[config.mk]
export PLATFORM = sky130hd
export DESIGN_NAME = bottle_change_ctrl
export DESIGN_NICKNAME = d
export VERILOG_FILES = /design/src/rtl/bottle_change_ctrl.sv
export SDC_FILE = /design/constraint.sdc
export NUM_CORES = 1
export LEC_CHECK = 0
export CAP_MARGIN = 30
export CORE_ASPECT_RATIO = 0.8
export CORE_MARGIN = 5
export CORE_UTILIZATION = 35
export DETAILED_ROUTE_END_ITERATION = 7
export PLACE_DENSITY = 0.6
export SYNTH_ARGS = -nofsm -noshare
export SYNTH_HDL_FRONTEND = slang
export SYNTH_SLANG_ARGS = --single-unit
[constraint.sdc]
create_clock -name clk -period 1.9 [get_ports clk]
set_input_delay 0.285 -clock clk [delete_from_list [all_inputs] [get_ports clk]]
set_output_delay 0.285 -clock clk [all_outputs]
set_load 0.05 [all_outputs]
[src/rtl/bottle_change_ctrl.sv]
// Bottle change controller: stops pill feeding on a bottle-full pulse, runs the
// conveyor to swap bottles, keeps a BCD count of filled bottles and flags jams.
module bottle_change_ctrl #(
    parameter int BATCH       = 12,
    parameter int MOVE_CYC    = 50,
    parameter int TIMEOUT_CYC = 500,
    parameter int CW          = 10
) (
    input  logic       clk,
    input  logic       rst,
    input  logic       cont_set,
    input  logic       bottle_full,
    input  logic       bottle_sensor,
    input  logic       clear_batch,
    output logic       feed_en,
    output logic       conveyor_on,
    output logic [7:0] bottle_cnt,
    output logic       batch_done,
    output logic       fault
);

    typedef enum logic [2:0] {
        IDLE,
        FILL,
        MOVE_OUT,
        WAIT_IN,
        DONE,
        FAULT
    } state_t;

    localparam logic [7:0]    BATCH_BCD    = 8'(((BATCH / 10) << 4) | (BATCH % 10));
    localparam logic [CW-1:0] MOVE_LAST    = CW'(MOVE_CYC - 1);
    localparam logic [CW-1:0] TIMEOUT_LAST = CW'(TIMEOUT_CYC - 1);

    state_t        state_q, state_d;
    logic [CW-1:0] cnt_q, cnt_d;
    logic [7:0]    bcd_q, bcd_d;
    logic          feed_en_q;
    logic          conveyor_q;
    logic          batch_done_q;
    logic          fault_q;

    // Two-digit BCD increment that wraps 99 back to 00.
    function automatic logic [7:0] bcd_inc(input logic [7:0] v);
        logic [3:0] ones;
        logic [3:0] tens;
        ones = v[3:0];
        tens = v[7:4];
        if (ones == 4'd9) begin
            ones = 4'd0;
            tens = (tens == 4'd9) ? 4'd0 : tens + 4'd1;
        end else begin
            ones = ones + 4'd1;
        end
        return {tens, ones};
    endfunction

    always_comb begin
        state_d = state_q;
        cnt_d   = cnt_q;
        bcd_d   = bcd_q;
        case (state_q)
            IDLE: begin
                if (cont_set && bottle_full == 1'b0 && bottle_sensor) begin
                    state_d = FILL;
                end else if (cont_set && bottle_sensor) begin
                    state_d = FILL;
                end
            end
            FILL: begin
                // The pill has already dropped, so a full pulse counts even while paused.
                if (bottle_full) begin
                    bcd_d   = bcd_inc(bcd_q);
                    cnt_d   = '0;
                    state_d = (bcd_d == BATCH_BCD) ? DONE : MOVE_OUT;
                end
            end
            MOVE_OUT: begin
                if (cnt_q == MOVE_LAST) begin
                    state_d = WAIT_IN;
                    cnt_d   = '0;
                end else begin
                    cnt_d = cnt_q + CW'(1);
                end
            end
            WAIT_IN: begin
                // A bottle arriving on the timeout cycle still counts as arrived.
                if (bottle_sensor) begin
                    state_d = FILL;
                    cnt_d   = '0;
                end else if (cnt_q == TIMEOUT_LAST) begin
                    state_d = FAULT;
                    cnt_d   = '0;
                end else begin
                    cnt_d = cnt_q + CW'(1);
                end
            end
            DONE: begin
                if (clear_batch) begin
                    state_d = IDLE;
                    bcd_d   = 8'h00;
                end
            end
            FAULT: begin
                state_d = FAULT;
            end
            default: begin
                state_d = IDLE;
                cnt_d   = '0;
            end
        endcase
    end

    // Outputs are registered from the next state so they line up with the state register.
    always_ff @(posedge clk) begin
        if (rst) begin
            state_q      <= IDLE;
            cnt_q        <= '0;
            bcd_q        <= 8'h00;
            feed_en_q    <= 1'b0;
            conveyor_q   <= 1'b0;
            batch_done_q <= 1'b0;
            fault_q      <= 1'b0;
        end else begin
            state_q      <= state_d;
            cnt_q        <= cnt_d;
            bcd_q        <= bcd_d;
            feed_en_q    <= (state_d == FILL) && cont_set;
            conveyor_q   <= (state_d == MOVE_OUT) || (state_d == WAIT_IN);
            batch_done_q <= (state_d == DONE);
            fault_q      <= (state_d == FAULT);
        end
    end

    assign feed_en     = feed_en_q;
    assign conveyor_on = conveyor_q;
    assign bottle_cnt  = bcd_q;
    assign batch_done  = batch_done_q;
    assign fault       = fault_q;

endmodule

# [Word-level counts from Yosys, hierarchy flattened]
# Cells that the tools add are included.
[totals] regBits=25 input_bits=6 output_inout_bits=12 word_cells=63
[op_classes] n_addsub=3 n_eq_ne=17 muxes=24 bitwise=2 reduce_logical=10
[ops] op="two-way mux 10 bit" n=4
[ops] op="one-hot mux 10 bit (4 select lines)" n=1
[ops] op="two-way mux 4 bit" n=7
[ops] op="two-way mux 3 bit" n=8
[ops] op="one-hot mux 3 bit (6 select lines)" n=1
[ops] op="two-way mux 8 bit" n=2
[ops] op="one-hot mux 8 bit (2 select lines)" n=1
[ops] op="== test 3 x 2 -> 1 bit, second input constant" n=4
[ops] op="== test 3 bit, second input constant" n=4
[ops] op="adder 10 x 1 -> 10 bit, second input constant" n=1
[ops] op="== test 10 x 6 -> 1 bit, second input constant" n=1
[ops] op="== test 10 x 9 -> 1 bit, second input constant" n=1
[ops] op="adder 4 x 1 -> 4 bit, second input constant" n=2
[ops] op="== test 4 bit, second input constant" n=2
[ops] op="== test 8 x 5 -> 1 bit, second input constant" n=1
[ops] op="== test 3 x 1 -> 1 bit, second input constant" n=2
[ops] op="logical AND 1 bit" n=4
[ops] op="!= test 2 bit, second input constant" n=2
[ops] op="zero test 3 bit" n=1
[ops] op="AND reduction 3 bit" n=1
[ops] op="OR reduction 3 bit" n=1
[ops] op="inverter 1 bit" n=2
[ops] op="AND reduction 2 bit" n=1
[ops] op="nonzero test 2 bit" n=1
[ops] op="logical OR 1 bit" n=1

# [Depth between registers and ports, before layout]
[logic_depth] word_depth=11 depth_mapped=7 depth_no_buf=6

# [Least setup slack after synthesis]
# Ideal clock, no wire load.
[synth_path] kind="register to register" start="register bcd_q[1], in the netlist bottle_cnt[1]" end="register state_q[2]" setup_time_ns=0.095 arrival_time_ns=2.167 t_required_ns=1.805 path_slack_ns=-0.362 stages_incl_launch_ff=7 path_buffers=0 synth_period_minus_slack_ns=2.262 cell_sequence="dfxtp_1 inv_1 ha_1 nor4b_2 nand4_1 or4_1 a221oi_1"
[synth_via] elab_chain_cells=8 word_cells_on_any_way=12 classes_between="add/sub (1); eq/ne (2); mux (9)"
[synth_lines] item="start: declaration" line_no="37" source="logic [7:0] bcd_q, bcd_d;"
[synth_lines] item="start signal: assignment" line_no="119" source="bcd_q <= 8'h00;"
[synth_lines] item="start signal: assignment" line_no="127" source="bcd_q <= bcd_d;"
[synth_lines] item="adder 4 x 1 -> 4 bit / == test 4 bit (equally long branches)" line_no="53, 49"
[synth_lines] item="two-way mux 4 bit" line_no="49" source="if (ones == 4'd9) begin"
[synth_lines] item="two-way mux 4 bit" line_no="72" source="if (bottle_full) begin"
[synth_lines] item="two-way mux 4 bit" line_no="62" source="case (state_q)"
[synth_lines] item="== test 8 x 5 -> 1 bit *" line_no="75" source="state_d = (bcd_d == BATCH_BCD) ? DONE : MOVE_OUT;"
[synth_lines] item="two-way mux 3 bit *" line_no="75"
[synth_lines] item="two-way mux 3 bit *" line_no="72"
[synth_lines] item="one-hot mux 3 bit (6 select lines) *" line_no="62"
[synth_lines] item="end signal: assignment" line_no="125" source="state_q <= state_d;"
[synth_lines] item="end: declaration" line_no="35" source="state_t state_q, state_d;"
# Mark *: on every way between the ends. The rest lies on a longest branch, timed or not. The select of a mux whose other input is x is not followed.
# A chain may end at the register's enable or synchronous reset.

# [Final worst setup path]
[layout_path] start="register bcd_q[1], in the netlist bottle_cnt[1]" end="register fault_q, in the netlist fault"
[layout_via] elab_chain_cells=9 word_cells_on_any_way=13 classes_between="add/sub (1); eq/ne (3); mux (9)"
[layout_lines] item="adder 4 x 1 -> 4 bit / == test 4 bit (equally long branches)" line_no="53, 49"
[layout_lines] item="two-way mux 4 bit" line_no="49"
[layout_lines] item="two-way mux 4 bit" line_no="72"
[layout_lines] item="two-way mux 4 bit" line_no="62"
[layout_lines] item="== test 8 x 5 -> 1 bit *" line_no="75"
[layout_lines] item="two-way mux 3 bit *" line_no="75"
[layout_lines] item="two-way mux 3 bit *" line_no="72"
[layout_lines] item="one-hot mux 3 bit (6 select lines) *" line_no="62"
[layout_lines] item="== test 3 bit *" line_no="131" source="fault_q <= (state_d == FAULT);"
[layout_lines] item="end signal: assignment" line_no="131"
[layout_lines] item="end: declaration" line_no="41" source="logic fault_q;"
# Marks and branches as above.

==> results.yml <==
clock_network:
  cts-buffers-inserted: 3
  cts.path.max_buffers: 2
  post_cts.resized_instances: 0
  cts_root_buffer: "sky130_fd_sc_hd__clkbuf_8"
  h-tree-depth: 1
  worstSkewPairLatency_ns: 0.27
  holdBufCountCts: 0
  tritoncts_num_sinks: 25
  tritoncts_clock_tree: "built"
  clk_pin_slew_ns: 0.09
  number_of_buffers_inserted_to_repair_setup_after_cts: 0
hold_path:
  hold_path_depth: 2
  min_path_type: "reg2reg"
layout:
  final_layout_size_suffix_gt1_frac: 0.186
  final-instance-count-excl-fill: 261
  register_area_um2: 508
  multi_input_combinational_cell_area_um2: 958
  antenna_cells: 0
  design.final.nets: 215
  n_fill_cell: 387
  syn_to_final_growth_pct: 27.6
critical_path:
  setup.reg_to_reg.worst_slack_ns: 0.08
  data_required_critical_path_ns: 2.10
  worst_setup_path_startpoint: "bottle_cnt[1]"
  crit_path_cell_trace: "inv_2, ha_4, nor4b_4, nand4_1, or4_4, a211oi_2"
  crit_path_end_kind: "register"
  worst-setup-path-type: "reg2reg"
  worstRegToRegCells: 6
  timing.rr.end: "fault"
  critical_path.max_fanout: 6
  start_kind: "register"
  timing.critical_path.slowest_cell_delay_ns: 0.52
  critical_path.slowest_cell: "sky130_fd_sc_hd__or4_4"
  cp.arrival_ns: 2.02
  crit_end: "fault"
  r2r-start: "bottle_cnt[1]"
floorplan:
  die_width_um: 83.3
  floorplan.core_area_mm2: 0.00418
  placement_rows: 21
  dieHeight_um: 68.6
  io-pin-count: 18
  start_util: 0.360
  fp.dieArea_mm2: 0.00571
global_route:
  first_global_vias: 1293
  grtUsageTotal: 0.136
  grt_overflow: 0
  grt_start_max_net_pins: 18
  global_route_wire_length_before_repair_mm: 6.31
  grt_antenna_before_repair: 0
placed_design:
  io_buffers: 17
  place_inst: 257
  globalplace.congestion: 0.821
  dpl.hpwl_mm: 2.71
route:
  drc: 0
  dr.pass1.iters: 4
  drtIter0Drc: 83
  finalWirelength_mm: 3.68
  wl_per_cell_um: 14.1
  vias: 1428
  count_of_nets_left_with_antenna_violations_after_detail_routing: 0
  avgViaCountPerCell: 5.47
status:
  result_of_the_run: "finished, final reports clean"
synthesis:
  mappedNetlistArea_mm2: 0.00150
  synth_flop_cell: "sky130_fd_sc_hd__dfxtp_1"
  avgSynthCellArea_um2: 8.44
  syn_nets: 188
  synth-edff-count: 0
  sequential_fraction_of_the_synthesis_area: 0.333
  synth.lib_cells_used.distinct: 56
  synthArstFlopShare: 0
  synth_cells: 178
  ys_warn_count: 0
  total_of_flip_flops_plus_latches_after_synthesis: 25
sta:
  worst_slew_margin_rel: 0.620
  achievable-frequency_ghz: 0.549
  post-route-min-period_ns: 1.82
  max_slew.worst_pin.slew_ns: 0.567
  min_period_over_period: 0.959
  finalClockSkew_ns: 0.00340
  slew_viol_final: 0
  finalSetupViolations: 0
  tns_ns: 0
  hold_violations: 0
power_and_ir_drop:
  worst_ir_drop_vdd_mv: 0.272
  total_leakage_power_uw: 0.000720
  pwr_density_cell_mw_per_mm2: 527
flow_run:
  maxCapViolations: 0
==> power by group <==
| part | internal [µW] | switching (µW) |
|---|---|---|
| logic | 63.0 | 81.8 |
| registers | 531 | 8.16 |
| clock network | 150 | 175 |
==> layout by cell type (no fill, tap or decap), drive strengths merged, types with 3 or more instances in the layout <==
| cell | n |
|---|---|
| o22ai | 5 |
| o211ai | 3 |
| nand4 | 4 |
| inv | 11 |
| a21oi | 16 |
| dfxtp | 25 |
| nor3 | 3 |
| nand3 | 4 |
| ha | 4 |
| nor2b | 7 |
| dlymetal6s2s | 4 |
| and2 | 3 |
| clkdlybuf4s50 | 11 |
| nor2 | 10 |
| buf | 16 |
| clkbuf | 4 |
| a31oi | 3 |
| o21ai | 10 |
| nand2 | 13 |
| nand3b | 5 |
| o21bai | 3 |
==> how the worst min path moves through the flow <==
stage / from / endpoint / slack [ns]
2_1_floorplan: rst / bottle_cnt[7] / 0.39
3_3_place_gp: cnt_q[9] / cnt_q[9] / 0.52
3_5_place_dp: cnt_q[9] / cnt_q[9] / 0.53
4_1_cts: cnt_q[9] / cnt_q[9] / 0.55
5_1_grt: bottle_cnt[4] / bottle_cnt[4] / 0.60
6_report: cnt_q[9] / cnt_q[9] / 0.54
==> cell usage after synthesis, drive strengths merged (4+ instances only) <==
master,count,area (µm²)
dfxtp,25,500
a21oi,16,80.1
nand2,13,48.8
inv,11,41.3
nor2,10,37.5
o21ai,10,50.1
nor2b,7,43.8
buf,6,41.3
nand3b,5,37.5
o22ai,5,31.3
ha,4,50.1
nand3,4,20.0
nand4,4,25.0
==> state kept, by name, indices dropped and copies added, names as in the netlist <==
register / count
batch_done: 1
bottle_cnt: 8
cnt_q: 10
conveyor_on: 1
fault: 1
feed_en: 1
state_q: 3
==> layer usage <==
metal / wire [µm] / track usage / vias up
met4: 36 / 0.0429 / 0
li1: - / - / 714
met3: 201 / 0.0273 / 2
met5: 0 / 0 / -
met1: 1860 / 0.186 / 670
met2: 1590 / 0.219 / 42
==> cells by family (layout without fill, tap and decap cells) <==
group / count (synthesis) / count (layout) / share of synthesized area
AO/OA/AOI/OAI: 58 / 58 / 0.271
adder cells (fa/ha/maj): 4 / 4 / 0.0333
buffers and inverters: 20 / 46 / 0.0624
flip-flops: 25 / 25 / 0.333
multiplexers: 1 / 1 / 0.00666
AND/OR/NAND/NOR: 70 / 70 / 0.294
==> stage by stage <==
stage                     hold slack (ns)  setup slack, ns  power (µW)  utilization  cell area (µm²)
after floorplan                     0.388          0.00467         638            -             1530
after detailed placement            0.532           0.0234         693        0.439             1830
after CTS                           0.548           0.0149        1020        0.450             1880
after global placement              0.517           0.0356         691        0.439             1830
final                               0.544           0.0782        1010        0.459             1920
after global routing                0.602          -0.0129        1050        0.459             1920
==> worst max-delay path, delay by kind of cell (launching register included) <==
kind	cells	cell delay, ns
AO/OA/AOI/OAI	1	0.23
adder cells (fa/ha/maj)	1	0.22
buffers and inverters	1	0.05
flip-flops	1	0.38
AND/OR/NAND/NOR	3	0.87
==> area by class of cell <==
cell class | instances | share of cell area
multi-input combinational | 133 | 0.500
sequential | 25 | 0.265
timing repair buffer | 31 | 0.153
tap | 57 | 0.0372
clock buffer | 4 | 0.0235
inverter | 11 | 0.0215
(Power assumes the default switching activity.)
